**config.mk**
```make
export PLATFORM = sky130hd
export DESIGN_NAME = fetch_request_tracker_flat
export DESIGN_NICKNAME = d
export VERILOG_FILES = /design/src/rtl/fetch_request_tracker_pkg.sv /design/src/rtl/fetch_request_tracker_if.sv /design/src/rtl/fetch_request_tracker.sv /design/src/flat_wrapper.sv
export SDC_FILE = /design/constraint.sdc
export NUM_CORES = 1
export LEC_CHECK = 0
export CORE_ASPECT_RATIO = 1.5
export CORE_UTILIZATION = 53
export DETAILED_ROUTE_END_ITERATION = 16
export PLACE_DENSITY = 0.93
export SYNTH_ARGS = -nofsm -noshare
export SYNTH_HDL_FRONTEND = slang
export SYNTH_SLANG_ARGS = --single-unit
```
**constraint.sdc**
```tcl
create_clock -name clk -period 5.1 [get_ports clk]
set_clock_uncertainty 0.05 [all_clocks]
set_input_delay 0.51 -clock clk [delete_from_list [all_inputs] [get_ports clk]]
set_output_delay 0.51 -clock clk [all_outputs]
set_load 0.02 [all_outputs]
```
**src/rtl/fetch_request_tracker_pkg.sv**
```systemverilog
// Shared constants and width helpers for the in-flight fetch request tracker.
package fetch_request_tracker_pkg;

    localparam int unsigned DEFAULT_DEPTH         = 4;
    localparam int unsigned DEFAULT_NUM_SUB_UNITS = 3;
    localparam int unsigned DEFAULT_ID_W          = 3;
    localparam int unsigned INSN_W                = 32;

    function automatic int unsigned sub_width(input int unsigned num_sub_units);
        return (num_sub_units == 1) ? 1 : $clog2(num_sub_units);
    endfunction

    function automatic int unsigned cnt_width(input int unsigned depth);
        return $clog2(depth) + 1;
    endfunction

endpackage

```
**src/rtl/fetch_request_tracker_if.sv**
```systemverilog
// Issue/response bundle between fetch issue logic, the sub-units and the tracker.
interface fetch_request_tracker_if
    import fetch_request_tracker_pkg::*;
#(
    parameter int unsigned DEPTH         = DEFAULT_DEPTH,
    parameter int unsigned NUM_SUB_UNITS = DEFAULT_NUM_SUB_UNITS,
    parameter int unsigned ID_W          = DEFAULT_ID_W
);
    localparam int unsigned SUB_W = sub_width(NUM_SUB_UNITS);
    localparam int unsigned CNT_W = cnt_width(DEPTH);

    // req_push is a one-cycle issue strobe, legal only while full is low;
    // rsp_valid/rsp_discard have no ready: the head retires the cycle they are high.
    logic                            flush;
    logic                            req_push;
    logic [SUB_W-1:0]                req_subunit;
    logic                            req_addr_valid;
    logic                            req_mmu_fault;
    logic [31:0]                     req_pc;
    logic [ID_W-1:0]                 req_id;
    logic                            req_pred;
    logic [NUM_SUB_UNITS-1:0]        unit_data_valid;
    logic [NUM_SUB_UNITS*INSN_W-1:0] unit_data;

    logic                            full;
    logic [CNT_W-1:0]                inflight;
    logic                            drained;
    logic                            rsp_valid;
    logic [INSN_W-1:0]               rsp_instruction;
    logic [31:0]                     rsp_pc;
    logic [ID_W-1:0]                 rsp_id;
    logic                            rsp_ok;
    logic                            rsp_page_fault;
    logic                            rsp_pred;
    logic                            rsp_discard;

    modport master (
        output flush, req_push, req_subunit, req_addr_valid, req_mmu_fault,
               req_pc, req_id, req_pred, unit_data_valid, unit_data,
        input  full, inflight, drained, rsp_valid, rsp_instruction, rsp_pc,
               rsp_id, rsp_ok, rsp_page_fault, rsp_pred, rsp_discard
    );

    modport slave (
        input  flush, req_push, req_subunit, req_addr_valid, req_mmu_fault,
               req_pc, req_id, req_pred, unit_data_valid, unit_data,
        output full, inflight, drained, rsp_valid, rsp_instruction, rsp_pc,
               rsp_id, rsp_ok, rsp_page_fault, rsp_pred, rsp_discard
    );

endinterface

```
**src/rtl/fetch_request_tracker.sv**
```systemverilog
// In-order tracker of outstanding fetches: records request attributes, steers the
// returning sub-unit word to decode and squashes flushed requests via per-entry stale bits.
module fetch_request_tracker
    import fetch_request_tracker_pkg::*;
#(
    parameter int unsigned DEPTH         = DEFAULT_DEPTH,
    parameter int unsigned NUM_SUB_UNITS = DEFAULT_NUM_SUB_UNITS,
    parameter int unsigned ID_W          = DEFAULT_ID_W,
    parameter bit          CHECK_FAULTS  = 1'b1
) (
    input logic                   clk,
    input logic                   rst,
    fetch_request_tracker_if.slave bus
);
    localparam int unsigned SUB_W   = sub_width(NUM_SUB_UNITS);
    localparam int unsigned CNT_W   = cnt_width(DEPTH);
    localparam int unsigned PTR_W   = $clog2(DEPTH);
    localparam int unsigned SUB_PAD = 1 << SUB_W;

    logic [SUB_W-1:0]  sub_q [DEPTH];
    logic [31:0]       pc_q  [DEPTH];
    logic [ID_W-1:0]   id_q  [DEPTH];
    logic [DEPTH-1:0]  addr_valid_q;
    logic [DEPTH-1:0]  mmu_fault_q;
    logic [DEPTH-1:0]  pred_q;
    logic [DEPTH-1:0]  stale_q, stale_d;
    logic [PTR_W-1:0]  wr_ptr_q, wr_ptr_d;
    logic [PTR_W-1:0]  rd_ptr_q, rd_ptr_d;
    logic [CNT_W-1:0]  count_q, count_d;

    // Padding to a power of two keeps an out-of-range sub-unit index from reading X.
    logic [SUB_PAD-1:0]        udv_pad;
    logic [SUB_PAD*INSN_W-1:0] data_pad;

    logic [SUB_W-1:0] head_sub;
    logic             head_needs_data;
    logic             head_complete;
    logic             empty;
    logic             push;
    logic             pop;

    assign udv_pad  = SUB_PAD'(bus.unit_data_valid);
    assign data_pad = (SUB_PAD*INSN_W)'(bus.unit_data);

    assign empty           = (count_q == '0);
    assign head_sub        = sub_q[rd_ptr_q];
    assign head_needs_data = CHECK_FAULTS ? (addr_valid_q[rd_ptr_q] & ~mmu_fault_q[rd_ptr_q]) : 1'b1;
    assign head_complete   = ~empty & (~head_needs_data | udv_pad[head_sub]);
    assign push            = bus.req_push;
    assign pop             = head_complete;

    assign count_d  = count_q + CNT_W'(push) - CNT_W'(pop);
    assign wr_ptr_d = push ? wr_ptr_q + 1'b1 : wr_ptr_q;
    assign rd_ptr_d = pop  ? rd_ptr_q + 1'b1 : rd_ptr_q;

    // Flush marks every slot; slots that are not live get cleared again when pushed.
    always_comb begin
        stale_d = stale_q;
        if (push)      stale_d[wr_ptr_q] = 1'b0;
        if (bus.flush) stale_d = '1;
    end

    always_ff @(posedge clk) begin
        if (rst) begin
            wr_ptr_q     <= '0;
            rd_ptr_q     <= '0;
            count_q      <= '0;
            stale_q      <= '0;
            addr_valid_q <= '0;
            mmu_fault_q  <= '0;
            pred_q       <= '0;
            for (int i = 0; i < DEPTH; i++) begin
                sub_q[i] <= '0;
                pc_q[i]  <= '0;
                id_q[i]  <= '0;
            end
        end else begin
            wr_ptr_q <= wr_ptr_d;
            rd_ptr_q <= rd_ptr_d;
            count_q  <= count_d;
            stale_q  <= stale_d;
            if (push) begin
                sub_q[wr_ptr_q]        <= bus.req_subunit;
                pc_q[wr_ptr_q]         <= bus.req_pc;
                id_q[wr_ptr_q]         <= bus.req_id;
                addr_valid_q[wr_ptr_q] <= bus.req_addr_valid;
                mmu_fault_q[wr_ptr_q]  <= bus.req_mmu_fault;
                pred_q[wr_ptr_q]       <= bus.req_pred;
            end
        end
    end

    assign bus.full            = (count_q == CNT_W'(DEPTH));
    assign bus.inflight        = count_q;
    assign bus.drained         = (count_d == '0);
    assign bus.rsp_valid       = head_complete & ~stale_q[rd_ptr_q];
    assign bus.rsp_discard     = head_complete & stale_q[rd_ptr_q];
    assign bus.rsp_instruction = data_pad[INSN_W*head_sub +: INSN_W];
    assign bus.rsp_pc          = pc_q[rd_ptr_q];
    assign bus.rsp_id          = id_q[rd_ptr_q];
    assign bus.rsp_ok          = CHECK_FAULTS ? (addr_valid_q[rd_ptr_q] & ~mmu_fault_q[rd_ptr_q]) : 1'b1;
    assign bus.rsp_page_fault  = mmu_fault_q[rd_ptr_q];
    assign bus.rsp_pred        = pred_q[rd_ptr_q];

    a_push_while_full: assert property (@(posedge clk) disable iff (rst)
        !(bus.req_push && bus.full));

    a_spurious_fetch_complete: assert property (@(posedge clk) disable iff (rst)
        (|bus.unit_data_valid) |-> (!empty && (udv_pad == (SUB_PAD'(1) << head_sub))));

    a_single_responder: assert property (@(posedge clk) disable iff (rst)
        $onehot0(bus.unit_data_valid));

endmodule
```
**src/flat_wrapper.sv**
```systemverilog
// flat-port wrapper written by rule: the top's interface ports become plain ports
module fetch_request_tracker_flat import fetch_request_tracker_pkg::*;
#(
    parameter int unsigned DEPTH         = DEFAULT_DEPTH,
    parameter int unsigned NUM_SUB_UNITS = DEFAULT_NUM_SUB_UNITS,
    parameter int unsigned ID_W          = DEFAULT_ID_W,
    parameter bit          CHECK_FAULTS  = 1'b1
)
  (clk, rst, bus_flush, bus_req_push, bus_req_subunit, bus_req_addr_valid, bus_req_mmu_fault, bus_req_pc, bus_req_id, bus_req_pred, bus_unit_data_valid, bus_unit_data, bus_full, bus_inflight, bus_drained, bus_rsp_valid, bus_rsp_instruction, bus_rsp_pc, bus_rsp_id, bus_rsp_ok, bus_rsp_page_fault, bus_rsp_pred, bus_rsp_discard);
  fetch_request_tracker_if #(.DEPTH(DEPTH), .NUM_SUB_UNITS(NUM_SUB_UNITS), .ID_W(ID_W)) bus_i ();
  input logic clk;
  input logic rst;
  input wire logic [$bits(bus_i.flush)-1:0] bus_flush;
  input wire logic [$bits(bus_i.req_push)-1:0] bus_req_push;
  input wire logic [$bits(bus_i.req_subunit)-1:0] bus_req_subunit;
  input wire logic [$bits(bus_i.req_addr_valid)-1:0] bus_req_addr_valid;
  input wire logic [$bits(bus_i.req_mmu_fault)-1:0] bus_req_mmu_fault;
  input wire logic [$bits(bus_i.req_pc)-1:0] bus_req_pc;
  input wire logic [$bits(bus_i.req_id)-1:0] bus_req_id;
  input wire logic [$bits(bus_i.req_pred)-1:0] bus_req_pred;
  input wire logic [$bits(bus_i.unit_data_valid)-1:0] bus_unit_data_valid;
  input wire logic [$bits(bus_i.unit_data)-1:0] bus_unit_data;
  output wire logic [$bits(bus_i.full)-1:0] bus_full;
  output wire logic [$bits(bus_i.inflight)-1:0] bus_inflight;
  output wire logic [$bits(bus_i.drained)-1:0] bus_drained;
  output wire logic [$bits(bus_i.rsp_valid)-1:0] bus_rsp_valid;
  output wire logic [$bits(bus_i.rsp_instruction)-1:0] bus_rsp_instruction;
  output wire logic [$bits(bus_i.rsp_pc)-1:0] bus_rsp_pc;
  output wire logic [$bits(bus_i.rsp_id)-1:0] bus_rsp_id;
  output wire logic [$bits(bus_i.rsp_ok)-1:0] bus_rsp_ok;
  output wire logic [$bits(bus_i.rsp_page_fault)-1:0] bus_rsp_page_fault;
  output wire logic [$bits(bus_i.rsp_pred)-1:0] bus_rsp_pred;
  output wire logic [$bits(bus_i.rsp_discard)-1:0] bus_rsp_discard;
  assign bus_i.flush = bus_flush;
  assign bus_i.req_push = bus_req_push;
  assign bus_i.req_subunit = bus_req_subunit;
  assign bus_i.req_addr_valid = bus_req_addr_valid;
  assign bus_i.req_mmu_fault = bus_req_mmu_fault;
  assign bus_i.req_pc = bus_req_pc;
  assign bus_i.req_id = bus_req_id;
  assign bus_i.req_pred = bus_req_pred;
  assign bus_i.unit_data_valid = bus_unit_data_valid;
  assign bus_i.unit_data = bus_unit_data;
  assign bus_full = bus_i.full;
  assign bus_inflight = bus_i.inflight;
  assign bus_drained = bus_i.drained;
  assign bus_rsp_valid = bus_i.rsp_valid;
  assign bus_rsp_instruction = bus_i.rsp_instruction;
  assign bus_rsp_pc = bus_i.rsp_pc;
  assign bus_rsp_id = bus_i.rsp_id;
  assign bus_rsp_ok = bus_i.rsp_ok;
  assign bus_rsp_page_fault = bus_i.rsp_page_fault;
  assign bus_rsp_pred = bus_i.rsp_pred;
  assign bus_rsp_discard = bus_i.rsp_discard;
  fetch_request_tracker #(.DEPTH(DEPTH), .NUM_SUB_UNITS(NUM_SUB_UNITS), .ID_W(ID_W), .CHECK_FAULTS(CHECK_FAULTS)) u_core (.clk(clk), .rst(rst), .bus(bus_i));
endmodule
```
## Word level (Yosys, flattened, before mapping)

Memory sizes are Yosys's and may differ from the RTL's. A register that Yosys moved wholly into a read port is not among the register bits.
Index checks and enable logic that the tools add are counted.

- RAM bits: 148
- Input bits: 143
- Memories: 3
- Flip-flop bits (word level): 23

Memories:

| name | words | width | read ports | clocked after Yosys merged registers in | write ports | line | source |
|---|---|---|---|---|---|---|---|
| u_core.pc_q | 4 | 32 | 1 | 1 | 4 | fetch_request_tracker.sv:21 | `logic [31:0] pc_q [DEPTH];` |
| u_core.id_q | 4 | 3 | 1 | 1 | 4 | fetch_request_tracker.sv:22 | `logic [ID_W-1:0] id_q [DEPTH];` |
| u_core.sub_q | 4 | 2 | 1 | 1 | 4 | fetch_request_tracker.sv:20 | `logic [SUB_W-1:0] sub_q [DEPTH];` |

- Bitwise operators: 11
- Eq/ne operators: 1
- Reduce and logical (&&, ||, !) cells: 7
- $lt $le $gt $ge: 4
- Shift-type cells: 1
- Add/subtract/negate cells: 4
- Mux-type cells: 37

Operators by type and width:

| cell | number |
|---|---|
| $shiftx A128 B8 Y32 | 1 |
| $mux W32 | 1 |
| $reduce_or A32 Y1 | 1 |
| $mux W2 | 10 |
| $mux W1 | 14 |
| $bwmux W4 | 3 |
| $bmux W1 S2 | 5 |
| $lt A2 B3 Y1 const B | 3 |
| $mux W4 | 2 |
| $logic_not A3 Y1 | 2 |
| $add A2 B1 Y2 const B | 2 |
| $and A1 B1 Y1 | 4 |
| $and A4 B4 Y4 | 1 |
| $not A1 Y1 | 4 |
| $not A4 Y4 | 1 |
| $add A3 B1 Y3 | 1 |
| $eq A3 B3 Y1 const B | 1 |
| $mux W3 | 1 |
| $reduce_or A3 Y1 | 1 |
| $sub A3 B1 Y3 | 1 |
| $demux W1 S2 | 1 |
| $ge A2 B1 Y1 const B | 1 |
| $reduce_bool A2 Y1 | 1 |
| $reduce_or A2 Y1 | 1 |
| 2 further kinds | 2 |

## Longest topological paths before layout

- Depth in word-level cells: 9
- Depth in mapped cells: 12
- Mapped depth without buffers: 11

## Worst setup path after synthesis

No wires, ideal clock.

- Kind: register to output
- Start: register u_core.rd_ptr_q[0]
- End: output bus_drained
- Data required time: 4.540 ns
- Setup slack: 1.420 ns
- Arrival time: 3.120 ns
- Cell stages (with the launch flop): 13
- Cell sequence: dfxtp_1 buf_6 mux4_2 nor2b_4 o211ai_2 o31a_4 ha_1 inv_1 ha_1 fa_1 xnor2_1 xnor2_1 nor3_1

- Word-level cells in the longest chain between the ends: 9
- Elaborated cells between the ends (all ways): 11

RTL lines:

| item | line | source |
|---|---|---|
| start, declared | fetch_request_tracker.sv:28 | `logic [PTR_W-1:0] rd_ptr_q, rd_ptr_d;` |
| start signal, assigned | fetch_request_tracker.sv:79 | `rd_ptr_q <= rd_ptr_d;` |
| $bmux W1 S2 | - |  |
| $mux W1 | - |  |
| named net bus_rsp_page_fault | flat_wrapper.sv:31 | `output wire logic [$bits(bus_i.rsp_page_fault)-1:0] bus_rsp_page_fault;` |
| $not A1 Y1 | fetch_request_tracker.sv:47 | `assign head_needs_data = CHECK_FAULTS ? (addr_valid_q[rd_ptr_q] & ~mmu_fault_q[rd_ptr_q]) : 1'b1;` |
| $and A1 B1 Y1 | fetch_request_tracker.sv:47 |  |
| named net bus_rsp_ok | flat_wrapper.sv:30 | `output wire logic [$bits(bus_i.rsp_ok)-1:0] bus_rsp_ok;` |
| $not A1 Y1 | fetch_request_tracker.sv:48 | `assign head_complete = ~empty & (~head_needs_data \| udv_pad[head_sub]);` |
| $or A1 B1 Y1 | fetch_request_tracker.sv:48 |  |
| $and A1 B1 Y1 | fetch_request_tracker.sv:48 |  |
| named net u_core.head_complete | fetch_request_tracker.sv:37 | `logic head_complete;` |
| $sub A3 B1 Y3 | fetch_request_tracker.sv:52 | `assign count_d = count_q + CNT_W'(push) - CNT_W'(pop);` |
| $logic_not A3 Y1 | fetch_request_tracker.sv:95 | `assign bus.drained = (count_d == '0);` |
| end, declared | flat_wrapper.sv:25 | `output wire logic [$bits(bus_i.drained)-1:0] bus_drained;` |

The timed path passes the listed nets, and every way through them passes these cells. The select of a mux whose other input is x is not followed.

==> flow_metrics.env <==
export IMPL_status="complete, no violations"
export IMPL_slew_viol_final=0
export IMPL_ctsHoldBuffers=0
export IMPL_pre_cts_slack_ns=0.708
export IMPL_sequentialPowerShare_pct=33.7
export IMPL_power_density_nw_per_um2=459
export IMPL_post_cts_resized=0
export IMPL_end_kind="primary output"
export IMPL_rows=55
export IMPL_met2_usage_pct=52.8
export IMPL_track_usage_pct=28.4
export IMPL_ir_drop_mv=0.342
export IMPL_drc=0
export IMPL_grt_first_pass_wirelength_um=33800
export IMPL_grt_max_degree=39
export IMPL_fin_crit_sh_pct=94.4
export IMPL_dp_hpwl_um=14400
export IMPL_grt_pass1_vias=6240
export IMPL_clock_sinks=173
export IMPL_met3_usage_pct=6.66
export IMPL_critical_path_class="reg2out"
export IMPL_layout_drive_gt1_share_pct=11.5
export IMPL_ys_types=37
export IMPL_p_clk_share_pct=25.7
export IMPL_ys_ff_latch=173
export IMPL_max_freq_mhz=208
export IMPL_cp_max_fo=34
export IMPL_critPathLaunchType="flip-flop"
export IMPL_maxCapViolations=0
export IMPL_layout_setup_ws_ns=0.284
export IMPL_overflow=0
export IMPL_crit_required_ns=4.54
export IMPL_p_sw_mw=1.69
export IMPL_switching_share_pct=32.8
export IMPL_avgViaCountPerCell=5.66
export IMPL_routedWlPerCell_um=21.7
export IMPL_first_pass_iters=5
export IMPL_cts_tree="built"
export IMPL_fillers=946
export IMPL_ant_nets=0
export IMPL_num_io_pins=220
export IMPL_netlist_area_leader_share_pct=54.0
export IMPL_r2r_slack_ns=1.75
export IMPL_clk_latency_ns=0.43
export IMPL_nNetsFinal=956
export IMPL_final_common_cell="clkdlybuf4s50_1"
export IMPL_area_growth_pct=35.7
export IMPL_setup_tns_ns=0
export IMPL_ys_seq_area_share_pct=60.1
export IMPL_p_leak_nw=4.06
export IMPL_final_core_util_pct=73.8
export IMPL_relSlewSlack_pct=18.2
export IMPL_fp_dieArea_um2=16000
export IMPL_synthTopCellsByArea="edfxtp_1, and2_1, mux4_2"
export IMPL_netlist_instances=599
export IMPL_groute_layer_met1_usage_pct=29.9
export IMPL_die_w_um=104
export IMPL_final_cell_mix="clkdlybuf4s50_1, and2_1, edfxtp_1"
export IMPL_gp_congestion=0.889
export IMPL_antenna_found_initial=2
export IMPL_core_area_um2=15100
export IMPL_finalHoldViolCount=0
export IMPL_worst_slew_pin_slew_ns=1.22
export IMPL_syn_nets=749
export IMPL_period_needed_ns=4.82
export IMPL_die_height_um=155
export IMPL_p_int_mw=3.45
export IMPL_rsz0062_at_grt="false"
export IMPL_pwr_share_comb_pct=40.7
export IMPL_clkTransAtPathRegs_ns=0.06
export IMPL_syn_cell_area_um2=8230
export IMPL_initial_core_util_pct=54.4
export IMPL_avgSynthCellArea_um2=13.7
export IMPL_routed_wl_um=22100
export IMPL_cts_setup_buffers=0
export IMPL_cts_root_buf="clkbuf_16"
export IMPL_clk_path_buf_depth=2
export IMPL_hold_path_class="reg2reg"
export IMPL_port_buffers=219
export IMPL_arrival_ns=4.26
export IMPL_vias=5765
export IMPL_grt_busiest_layer="met2"
export IMPL_setup_viol=0
export IMPL_h_tree_depth=4
export IMPL_ys_warn_count=0
export IMPL_yosys_area_top_type="edfxtp_1"
export IMPL_drt_iter0_drc=379
export IMPL_cts_buffers=17
==> worst max-delay path, cell delays in order (launching register included) <==
cell	delay, ns
dfxtp_2	0.53
mux4_2	0.70
mux2i_1	0.28
o211ai_2	0.13
o31a_4	0.17
ha_1	0.29
inv_1	0.05
ha_1	0.18
fa_1	0.37
xnor2_1	0.15
xnor2_1	0.16
nor3_1	0.16
clkdlybuf4s50_1	0.64
==> synthesized netlist by cell type, drive strengths merged <==
| cell | instances |
|---|---|
| dlygate4sd1 | 3 |
| xnor2 | 3 |
| nor2 | 7 |
| nand3 | 13 |
| clkbuf | 23 |
| fa | 1 |
| a31o | 1 |
| nor2b | 7 |
| mux2i | 35 |
| and3 | 1 |
| or2 | 3 |
| o211ai | 1 |
| nand2 | 48 |
| a21oi | 17 |
| ha | 6 |
| dfxtp | 25 |
| edfxtp | 148 |
| a21o | 1 |
| nor3 | 4 |
| o21ai | 32 |
| nand3b | 1 |
| nand2b | 1 |
| a211oi | 2 |
| mux2 | 2 |
| o31a | 2 |
| mux4 | 41 |
| inv | 7 |
| buf | 14 |
| and2 | 149 |
| and2b | 1 |
==> worst paths after layout <==
check                         from                     end  cells past startpoint
hold reg to reg   u_core.pred_q[1]        u_core.pred_q[1]                      2
setup reg to reg         flip-flop  u_core.bus.inflight[2]                     11
hold / removal    u_core.pred_q[1]        u_core.pred_q[1]                      2
setup / recovery         flip-flop             bus_drained                     12
==> flip-flops by register name (all words and copies together), names as in the netlist, named ones only <==
name and cells:
u_core.id_q 12, u_core.bus.inflight 3, u_core.pred_q 4, u_core.addr_valid_q 4, u_core.rd_ptr_q 2, u_core.mmu_fault_q 4, u_core.sub_q 8, u_core.pc_q 128
u_core.wr_ptr_q 2, u_core.stale_q 4
==> final cells by class <==
class	count	area [um^2]	area share, %
sequential	173	4950	44.3
multi-input combinational	379	3090	27.7
timing repair buffer	228	2260	20.2
clock buffer	17	425	3.81
tap	199	249	2.23
clock inverter	14	169	1.51
inverter	7	26.3	0.235
antenna	2	5.00	0.0448
==> power by group through the flow <==
stage               clock, mW  sequential, mW  combinational (mW)
finish                   1.32            1.73                2.09
global placement            0            1.74                2.02
floorplan                   0            1.72                1.24
detailed placement          0            1.76                2.08
global route             1.37            1.74                2.19
CTS                      1.33            1.73                2.09
==> through the flow <==
stage               instances  hold WS (ns)  total power, mW  instance area, um^2
global route             1019         0.440             5.31                11200
detailed placement        986         0.405             3.83                10600
floorplan                 599         0.383             2.96                 8230
CTS                      1017         0.414             5.15                11200
finish                   1019         0.414             5.13                11200
global placement          986         0.397             3.77                10600
==> cells by family after synthesis <==
logic type      share of synthesized area [%]
compound gates                           3.98
xor+xnor                                0.319
fa+ha+maj                                1.15
buf+inv                                  2.61
flops                                    60.1
mux                                      15.8
simple gates                             16.0
==> layer usage <==
metal	part of all wire [%]	wire length (um)
met4	3.7	823
met1	35	7790
met2	55	12000
met5	0	0
met3	6.4	1410
Note: power is estimated with default switching activity, not from simulation.
